File: config.mk
export PLATFORM = sky130hd
export DESIGN_NAME = mem2_wb_stage_flat
export DESIGN_NICKNAME = d
export VERILOG_FILES = /design/src/rtl/mem2_wb_stage_pkg.sv /design/src/rtl/mem2_wb_stage_if.sv /design/src/rtl/mem2_wb_stage_load_align.sv /design/src/rtl/mem2_wb_stage.sv /design/src/flat_wrapper.sv
export SDC_FILE = /design/constraint.sdc
export NUM_CORES = 1
export LEC_CHECK = 0
export ABC_AREA = 1
export BUFFER_PORTS_ARGS = -buffer_cell sky130_fd_sc_hd__buf_2
export CAP_MARGIN = 10
export CORE_ASPECT_RATIO = 0.5
export CORE_UTILIZATION = 50
export DETAILED_ROUTE_END_ITERATION = 16
export PLACE_DENSITY_LB_ADDON = 0.05
export SLEW_MARGIN = 20
export SYNTH_ARGS = -nofsm -noshare
export SYNTH_HDL_FRONTEND = slang
export SYNTH_HIERARCHICAL = 1
export SYNTH_SLANG_ARGS = --single-unit
File: constraint.sdc
create_clock -name clk -period 2.6 [get_ports clk]
set_clock_uncertainty 0.15 [all_clocks]
set_input_delay 0.39 -clock clk [delete_from_list [all_inputs] [get_ports clk]]
set_output_delay 0.39 -clock clk [all_outputs]
set_load 0.02 [all_outputs]
File: src/rtl/mem2_wb_stage_pkg.sv
// Shared types and constants for the MEM2 -> WB stage.
// Latency: n/a (declarations only).
// Backpressure: n/a.
package mem2_wb_stage_pkg;

  // Final register-file / HI / LO write enables carried down the pipe.
  typedef struct packed {
    logic HIWr;
    logic LOWr;
    logic RFWr;
  } RegsWrType;

  // Write-back source select codes.
  localparam logic [1:0] WB_ALU  = 2'b00;
  localparam logic [1:0] WB_LOAD = 2'b01;
  localparam logic [1:0] WB_PC8  = 2'b10;
  localparam logic [1:0] WB_OUTB = 2'b11;

  // Load opcodes (Instr[31:26]).
  localparam logic [5:0] LB  = 6'b100000;
  localparam logic [5:0] LH  = 6'b100001;
  localparam logic [5:0] LWL = 6'b100010;
  localparam logic [5:0] LW  = 6'b100011;
  localparam logic [5:0] LBU = 6'b100100;
  localparam logic [5:0] LHU = 6'b100101;
  localparam logic [5:0] LWR = 6'b100110;

  // Load-data tracking FSM.
  typedef enum logic [1:0] {
    IDLE,
    WAIT,
    HOLD,
    DRAIN
  } load_state_t;

  // Extend a byte to 32 bits, sign-extending when sgn is set.
  function automatic logic [31:0] extend8(input logic [7:0] b, input logic sgn);
    return {{24{sgn & b[7]}}, b};
  endfunction

  // Extend a halfword to 32 bits, sign-extending when sgn is set.
  function automatic logic [31:0] extend16(input logic [15:0] h, input logic sgn);
    return {{16{sgn & h[15]}}, h};
  endfunction

endpackage

File: src/rtl/mem2_wb_stage_if.sv
// MEM2-side inputs, dcache response and WB-side outputs of the MEM2/WB stage.
// Latency: n/a (wiring only).
// Backpressure: WB_Wr=0 holds WB; MEM2_LoadStall freezes MEM2 and upstream.
interface mem2_wb_stage_if;
  import mem2_wb_stage_pkg::*;

  logic [31:0] MEM2_ALUOut;
  logic [31:0] MEM2_PC;
  logic [31:0] MEM2_Instr;
  logic [1:0]  MEM2_WbSel;
  logic [4:0]  MEM2_Dst;
  logic [31:0] MEM2_OutB;
  RegsWrType   MEM2_RegsWrType;
  logic        MEM2_LoadReq;
  logic        MEM2_Flush;
  logic        WB_Wr;
  logic        dcache_data_ok;
  logic [31:0] dcache_rdata;

  logic        MEM2_LoadStall;
  logic [31:0] WB_Result;
  logic [31:0] WB_PC;
  logic [31:0] WB_Instr;
  logic [4:0]  WB_Dst;
  RegsWrType   WB_RegsWrType;

  // Upstream pipeline / cache side drives the MEM2 fields and reads WB.
  modport master (
    output MEM2_ALUOut, MEM2_PC, MEM2_Instr, MEM2_WbSel, MEM2_Dst, MEM2_OutB,
    output MEM2_RegsWrType, MEM2_LoadReq, MEM2_Flush, WB_Wr,
    output dcache_data_ok, dcache_rdata,
    input  MEM2_LoadStall, WB_Result, WB_PC, WB_Instr, WB_Dst, WB_RegsWrType
  );

  // The stage itself.
  modport slave (
    input  MEM2_ALUOut, MEM2_PC, MEM2_Instr, MEM2_WbSel, MEM2_Dst, MEM2_OutB,
    input  MEM2_RegsWrType, MEM2_LoadReq, MEM2_Flush, WB_Wr,
    input  dcache_data_ok, dcache_rdata,
    output MEM2_LoadStall, WB_Result, WB_PC, WB_Instr, WB_Dst, WB_RegsWrType
  );

endinterface

File: src/rtl/mem2_wb_stage_load_align.sv
// Aligns word-aligned cache read data per load type; extends and merges LWL/LWR.
// Latency: combinational.
// Backpressure: none.
module mem2_wb_stage_load_align (
  input  logic [31:0] i_rdata,
  input  logic [5:0]  i_op,
  input  logic [1:0]  i_addr_lo,
  input  logic [31:0] i_outb,
  output logic [31:0] o_data
);
  import mem2_wb_stage_pkg::*;

  logic [7:0]  w_byte;
  logic [15:0] w_half;
  logic [31:0] w_lwl;
  logic [31:0] w_lwr;

  assign w_byte = i_rdata[{i_addr_lo, 3'b000} +: 8];
  assign w_half = i_addr_lo[1] ? i_rdata[31:16] : i_rdata[15:0];

  // LWL: the low (a+1) bytes of the word land in the top of the register.
  always_comb begin
    w_lwl = i_rdata;
    case (i_addr_lo)
      2'd0:    w_lwl = {i_rdata[7:0],  i_outb[23:0]};
      2'd1:    w_lwl = {i_rdata[15:0], i_outb[15:0]};
      2'd2:    w_lwl = {i_rdata[23:0], i_outb[7:0]};
      default: w_lwl = i_rdata;
    endcase
  end

  // LWR: the high (4-a) bytes of the word land in the bottom of the register.
  always_comb begin
    w_lwr = i_rdata;
    case (i_addr_lo)
      2'd0:    w_lwr = i_rdata;
      2'd1:    w_lwr = {i_outb[31:24], i_rdata[31:8]};
      2'd2:    w_lwr = {i_outb[31:16], i_rdata[31:16]};
      default: w_lwr = {i_outb[31:8],  i_rdata[31:24]};
    endcase
  end

  // Pick the aligned value for the decoded load type.
  always_comb begin
    o_data = i_rdata;
    case (i_op)
      LB:      o_data = extend8(w_byte, 1'b1);
      LBU:     o_data = extend8(w_byte, 1'b0);
      LH:      o_data = extend16(w_half, 1'b1);
      LHU:     o_data = extend16(w_half, 1'b0);
      LWL:     o_data = w_lwl;
      LWR:     o_data = w_lwr;
      default: o_data = i_rdata;
    endcase
  end

endmodule

File: src/rtl/mem2_wb_stage.sv
// Last memory stage: waits for/buffers dcache load data, selects the result, registers WB.
// Latency: 1 cycle MEM2->WB when data is ready; +N cycles while load data is outstanding.
// Backpressure: WB_Wr=0 holds WB (early load data is buffered); MEM2_LoadStall freezes upstream.
module mem2_wb_stage (
  input  logic     clk,
  input  logic     rst,
  mem2_wb_stage_if.slave bus
);
  import mem2_wb_stage_pkg::*;

  load_state_t r_state;
  load_state_t w_state_nxt;
  logic [31:0] r_buf;

  logic        w_load_pend;
  logic        w_stall;
  logic        w_buf_we;
  logic        w_use_buf;
  logic [31:0] w_raw;
  logic [31:0] w_load_data;
  logic [31:0] w_result;

  logic [31:0] r_wb_result;
  logic [31:0] r_wb_pc;
  logic [31:0] r_wb_instr;
  logic [4:0]  r_wb_dst;
  RegsWrType   r_wb_regs_wr;

  assign w_load_pend = bus.MEM2_LoadReq & (bus.MEM2_WbSel == WB_LOAD) & ~bus.MEM2_Flush;

  // State register for the load-data tracker.
  always_ff @(posedge clk) begin
    if (rst) r_state <= IDLE;
    else     r_state <= w_state_nxt;
  end

  // Next state, stall request and buffer control.
  always_comb begin
    w_state_nxt = r_state;
    w_stall     = 1'b0;
    w_buf_we    = 1'b0;
    w_use_buf   = 1'b0;
    case (r_state)
      IDLE: begin
        if (w_load_pend) begin
          if (bus.dcache_data_ok) begin
            // Data is used directly unless WB is held; then park it.
            if (!bus.WB_Wr) begin
              w_buf_we    = 1'b1;
              w_state_nxt = HOLD;
            end
          end else begin
            w_stall     = 1'b1;
            w_state_nxt = WAIT;
          end
        end
      end
      WAIT: begin
        w_stall = 1'b1;
        if (bus.dcache_data_ok) begin
          w_stall = 1'b0;
          if (bus.MEM2_Flush || bus.WB_Wr) begin
            // Flushed: data dropped. Otherwise: data consumed this cycle.
            w_state_nxt = IDLE;
          end else begin
            w_buf_we    = 1'b1;
            w_state_nxt = HOLD;
          end
        end else if (bus.MEM2_Flush) begin
          // The cache will still answer; that response must be swallowed.
          w_state_nxt = DRAIN;
        end
      end
      HOLD: begin
        w_use_buf = 1'b1;
        if (bus.MEM2_Flush || bus.WB_Wr) w_state_nxt = IDLE;
      end
      DRAIN: begin
        // Stall through the response cycle so no new access overlaps it.
        w_stall = 1'b1;
        if (bus.dcache_data_ok) w_state_nxt = IDLE;
      end
      default: w_state_nxt = IDLE;
    endcase
  end

  // Buffer for load data that arrived while WB was held.
  always_ff @(posedge clk) begin
    if (rst)           r_buf <= '0;
    else if (w_buf_we) r_buf <= bus.dcache_rdata;
  end

  assign w_raw = w_use_buf ? r_buf : bus.dcache_rdata;

  mem2_wb_stage_load_align u_align (
    .i_rdata   (w_raw),
    .i_op      (bus.MEM2_Instr[31:26]),
    .i_addr_lo (bus.MEM2_ALUOut[1:0]),
    .i_outb    (bus.MEM2_OutB),
    .o_data    (w_load_data)
  );

  // Final write-back value; PC+8 wraps silently.
  always_comb begin
    w_result = bus.MEM2_ALUOut;
    case (bus.MEM2_WbSel)
      WB_ALU:  w_result = bus.MEM2_ALUOut;
      WB_LOAD: w_result = w_load_data;
      WB_PC8:  w_result = bus.MEM2_PC + 32'd8;
      default: w_result = bus.MEM2_OutB;
    endcase
  end

  // WB pipeline register: capture, bubble on stall/flush, or hold.
  always_ff @(posedge clk) begin
    if (rst) begin
      r_wb_result  <= '0;
      r_wb_pc      <= '0;
      r_wb_instr   <= '0;
      r_wb_dst     <= '0;
      r_wb_regs_wr <= '0;
    end else if (bus.WB_Wr) begin
      if (w_stall || bus.MEM2_Flush) begin
        r_wb_result  <= '0;
        r_wb_pc      <= '0;
        r_wb_instr   <= '0;
        r_wb_dst     <= '0;
        r_wb_regs_wr <= '0;
      end else begin
        r_wb_result  <= w_result;
        r_wb_pc      <= bus.MEM2_PC;
        r_wb_instr   <= bus.MEM2_Instr;
        r_wb_dst     <= bus.MEM2_Dst;
        r_wb_regs_wr <= bus.MEM2_RegsWrType;
      end
    end
  end

  assign bus.MEM2_LoadStall = w_stall;
  assign bus.WB_Result      = r_wb_result;
  assign bus.WB_PC          = r_wb_pc;
  assign bus.WB_Instr       = r_wb_instr;
  assign bus.WB_Dst         = r_wb_dst;
  assign bus.WB_RegsWrType  = r_wb_regs_wr;

endmodule
File: src/flat_wrapper.sv
// flat-port wrapper written by rule: the top's interface ports become plain ports
module mem2_wb_stage_flat import mem2_wb_stage_pkg::*;
  (clk, rst, bus_MEM2_ALUOut, bus_MEM2_PC, bus_MEM2_Instr, bus_MEM2_WbSel, bus_MEM2_Dst, bus_MEM2_OutB, bus_MEM2_RegsWrType, bus_MEM2_LoadReq, bus_MEM2_Flush, bus_WB_Wr, bus_dcache_data_ok, bus_dcache_rdata, bus_MEM2_LoadStall, bus_WB_Result, bus_WB_PC, bus_WB_Instr, bus_WB_Dst, bus_WB_RegsWrType);
  mem2_wb_stage_if bus_i ();
  input  logic clk;
  input  logic rst;
  input wire logic [$bits(bus_i.MEM2_ALUOut)-1:0] bus_MEM2_ALUOut;
  input wire logic [$bits(bus_i.MEM2_PC)-1:0] bus_MEM2_PC;
  input wire logic [$bits(bus_i.MEM2_Instr)-1:0] bus_MEM2_Instr;
  input wire logic [$bits(bus_i.MEM2_WbSel)-1:0] bus_MEM2_WbSel;
  input wire logic [$bits(bus_i.MEM2_Dst)-1:0] bus_MEM2_Dst;
  input wire logic [$bits(bus_i.MEM2_OutB)-1:0] bus_MEM2_OutB;
  input wire logic [$bits(bus_i.MEM2_RegsWrType)-1:0] bus_MEM2_RegsWrType;
  input wire logic [$bits(bus_i.MEM2_LoadReq)-1:0] bus_MEM2_LoadReq;
  input wire logic [$bits(bus_i.MEM2_Flush)-1:0] bus_MEM2_Flush;
  input wire logic [$bits(bus_i.WB_Wr)-1:0] bus_WB_Wr;
  input wire logic [$bits(bus_i.dcache_data_ok)-1:0] bus_dcache_data_ok;
  input wire logic [$bits(bus_i.dcache_rdata)-1:0] bus_dcache_rdata;
  output wire logic [$bits(bus_i.MEM2_LoadStall)-1:0] bus_MEM2_LoadStall;
  output wire logic [$bits(bus_i.WB_Result)-1:0] bus_WB_Result;
  output wire logic [$bits(bus_i.WB_PC)-1:0] bus_WB_PC;
  output wire logic [$bits(bus_i.WB_Instr)-1:0] bus_WB_Instr;
  output wire logic [$bits(bus_i.WB_Dst)-1:0] bus_WB_Dst;
  output wire logic [$bits(bus_i.WB_RegsWrType)-1:0] bus_WB_RegsWrType;
  assign bus_i.MEM2_ALUOut = bus_MEM2_ALUOut;
  assign bus_i.MEM2_PC = bus_MEM2_PC;
  assign bus_i.MEM2_Instr = bus_MEM2_Instr;
  assign bus_i.MEM2_WbSel = bus_MEM2_WbSel;
  assign bus_i.MEM2_Dst = bus_MEM2_Dst;
  assign bus_i.MEM2_OutB = bus_MEM2_OutB;
  assign bus_i.MEM2_RegsWrType = bus_MEM2_RegsWrType;
  assign bus_i.MEM2_LoadReq = bus_MEM2_LoadReq;
  assign bus_i.MEM2_Flush = bus_MEM2_Flush;
  assign bus_i.WB_Wr = bus_WB_Wr;
  assign bus_i.dcache_data_ok = bus_dcache_data_ok;
  assign bus_i.dcache_rdata = bus_dcache_rdata;
  assign bus_MEM2_LoadStall = bus_i.MEM2_LoadStall;
  assign bus_WB_Result = bus_i.WB_Result;
  assign bus_WB_PC = bus_i.WB_PC;
  assign bus_WB_Instr = bus_i.WB_Instr;
  assign bus_WB_Dst = bus_i.WB_Dst;
  assign bus_WB_RegsWrType = bus_i.WB_RegsWrType;
  mem2_wb_stage u_core (.clk(clk), .rst(rst), .bus(bus_i));
endmodule
==> results_dict.tcl <==
set metrics [dict create \
    grt_use_met1_pct 56.0 \
    dieArea_um2 19100 \
    core_um2 17700 \
    drive_above_1_share_pct 25.7 \
    grtUsageTotal_pct 40.5 \
    area_growth_pct 27.7 \
    diodes 0 \
    required_ns 2.74 \
    drt_wl_total_um 38800 \
    grt_antenna_before_repair 1 \
    whs_endpoint "u_core/bus.WB_Instr[20]$_SDFFE_PP0P_" \
    fin_nets 2041 \
    layout_common_cells "711 x nand2_1, 279 x buf_2, 147 x a21oi_1, 142 x nor2_1, 137 x dfxtp_1" \
    placed_cells 2072 \
    clock_path_buffers 2 \
    path_clk_slew_ns 0.07 \
    fmax_mhz 394 \
    clock_latency_ns 0.43 \
    syn_avg_cell_area_um2 5.79 \
    hold_viol 0 \
    grt-ovfl-total 0 \
    pin_count 281 \
    rows 34 \
    cts_hold_buffers 0 \
    worstSetupStartpoint "u_core/r_state[1]$_SDFFE_PP0P_" \
    first_pass_iters 8 \
    timing.final.crit_share_pct 97.7 \
    portBuffers 280 \
    clk_root_buffer_cell "clkbuf_16" \
    place.gp.congestion 1.06 \
    synth_nets 1772 \
    die_h_um 98.1 \
    utilization_pct 66.5 \
    final_cells 2111 \
    syn_area_um2 9240 \
    grt_pass1_wl_um 60400 \
    path_class "flop to flop" \
    htree_levels 4 \
    hp-start "bus_MEM2_Instr[20]" \
    synth_cells 1595 \
    timing.rr.start "u_core/r_state[1]$_SDFFE_PP0P_" \
    hold_slack_ns 0.0523 \
    grt_max_degree 139 \
    p_leak_nw 5.72 \
    status "completed" \
    p_comb_share_pct 21.6 \
    fin_tns_setup_ns 0 \
    hold_class "input pin to flop" \
    p_total_mw 6.07 \
    clock_power_share_pct 41.7 \
    hpwl_um 29000 \
    drt-initial-drc-count 1318 \
    yosys_register_bits 138 \
    start_util_pct 52.1 \
    cap_violations 0 \
    worstMarginPinSlew_ns 1.10 \
    worstSetupEndpointType "flop" \
    holdPathStages 3 \
    via_count 12000 \
    drc_errors 0 \
    worstReg2RegEnd "u_core/bus.WB_Result[16]$_SDFFE_PP0P_" \
    seqPwrFrac_pct 36.7 \
    p_per_area_nw_per_um2 514 \
    p_int_mw 4.11 \
    cts_tree "yes" \
    min_period_ns 2.54 \
    clock_sinks 138 \
    top_usage_layer "met2" \
    drv_slew 0 \
    grt_pass1_vias 11000 \
    p_sw_share_pct 32.3 \
    ys_seq_area_share_pct 29.9 \
    relSlewSlack_pct 26.6 \
    numCtsBuffers 17 \
    path_max_fanout 14 \
    die_x_um 194 \
    switchingPower_mw 1.96 \
    r2r_slack_ns 0.06 \
    drtAntennaViolNets 0 \
    r2r_cells 16 \
    start_kind "flop" \
    vias_per_cell 5.68 \
    grtUsageMet3_pct 10.8 \
    post_drt_wl_per_cell_um 18.4 \
    synth.yosys.warnings 6 \
    synth.distinct_cells 43 \
    grt_util_met2_pct 61.9 \
    layout_commonest_cell "nand2_1" \
    ir_drop_mv 0.445 \
    cp.arrival_ns 2.68 \
    setup_viol 0 \
]
[sequential cells by signal, summed over array words and instances (netlist names)]
register,count
u_core/bus.WB_Instr,32
u_core/bus.WB_PC,32
u_core/bus.WB_Result,32
u_core/r_buf,32
u_core/bus.WB_Dst,5
u_core/bus.WB_RegsWrType,3
u_core/r_state,2
[worst max-delay path by stage]
stage | end | slack [ns]
2_1_floorplan | u_core/bus.WB_Result[16]$_SDFFE_PP0P_ | 0.21
3_5_place_dp | u_core/bus.WB_Result[14]$_SDFFE_PP0P_ | -0.08
3_3_place_gp | u_core/bus.WB_Result[24]$_SDFFE_PP0P_ | 0.009
5_1_grt | u_core/bus.WB_Result[24]$_SDFFE_PP0P_ | -0.02
4_1_cts | u_core/bus.WB_Result[19]$_SDFFE_PP0P_ | 0.02
6_report | u_core/bus.WB_Result[16]$_SDFFE_PP0P_ | 0.06
[stage by stage]
step,instance area [um^2],setup WS [ns]
after floorplan,9240,0.214
after global placement,10900,0.00890
after detailed placement,10900,-0.0784
after CTS,11600,0.0170
after global routing,11800,-0.0240
final,11800,0.0609
[worst max-delay path, stage by stage, from the launching register on]
cell and delay (ns):
dfxtp_4 0.37, inv_4 0.04, nor2_4 0.12, inv_4 0.08, clkbuf_16 0.18, nand2_1 0.06, nand2_1 0.19, inv_1 0.11
nand2_1 0.06, nand3_1 0.12, nor2_1 0.06, nor2_1 0.09, nand4_1 0.21, a221oi_2 0.29, o21ai_0 0.13, nand2_1 0.07
a21oi_1 0.05
[synth_stat cells]
master | count | share of area, %
nor2_2 | 11 | 0.74
o21a_1 | 2 | 0.16
nand3b_1 | 1 | 0.081
nand2_1 | 735 | 30
buf_8 | 1 | 0.16
o2111ai_1 | 1 | 0.095
dfxtp_1 | 138 | 30
ha_1 | 1 | 0.14
o21bai_1 | 2 | 0.16
inv_2 | 12 | 0.49
nand4_1 | 26 | 1.8
buf_2 | 30 | 1.6
a21boi_0 | 3 | 0.24
clkbuf_1 | 40 | 1.6
a21oi_4 | 1 | 0.18
and2_1 | 3 | 0.20
buf_6 | 6 | 0.73
a221oi_1 | 18 | 1.7
a22oi_2 | 1 | 0.14
nand3_2 | 2 | 0.22
nand2_4 | 2 | 0.24
inv_4 | 4 | 0.27
o211ai_1 | 7 | 0.57
or2_1 | 2 | 0.14
o21ai_0 | 39 | 2.1
a21oi_2 | 1 | 0.095
nor2_8 | 1 | 0.22
o22ai_1 | 2 | 0.14
buf_1 | 3 | 0.12
nand2_2 | 8 | 0.54
nand3_4 | 1 | 0.19
or2_2 | 3 | 0.20
o211ai_2 | 1 | 0.14
o21ai_1 | 8 | 0.43
nand3_1 | 94 | 5.1
inv_1 | 66 | 2.7
nor3_1 | 2 | 0.11
o21ai_2 | 6 | 0.57
buf_4 | 10 | 0.81
nor2_1 | 142 | 5.8
a21oi_1 | 147 | 8.0
nor2_4 | 10 | 1.2
a22oi_1 | 2 | 0.16
[timing repair]
action	in CTS	in global routing
buffers inserted	0	6
setup endpoints to repair	5	30
pin swaps	2	14
gates cloned	0	1
hold endpoints to repair	0	0
resized for setup	7	58
[routing by layer]
layer	vias up	wire length (um)
li1	5640	-
met1	5484	16500
met2	779	16700
met3	79	4760
met4	0	904
met5	-	0
[power groups by stage]
stage | sequential [mW] | combinational [mW] | clock, mW
floorplan | 2.35 | 0.628 | 0
global placement | 2.27 | 1.21 | 0
detailed placement | 2.27 | 1.22 | 0
CTS | 2.23 | 1.23 | 2.56
global route | 2.23 | 1.41 | 2.65
finish | 2.23 | 1.31 | 2.53
[final cells by class]
type | instances | area [um^2]
multi-input cells | 1285 | 5850
repair buffers | 340 | 1960
fillers | 1589 | 5940
clock buffers | 19 | 453
flip-flops and latches | 138 | 2770
inverters | 82 | 324
well taps | 234 | 293
clock inverters | 13 | 156
[cell families after synthesis]
kind of cell / Yosys count / synth area share [%]
flops: 138 / 29.9
compound gates: 241 / 14.9
buf+inv: 172 / 8.52
simple gates: 1043 / 46.6
fa+ha+maj: 1 / 0.135
Note: power is estimated with default switching activity, not from simulation.
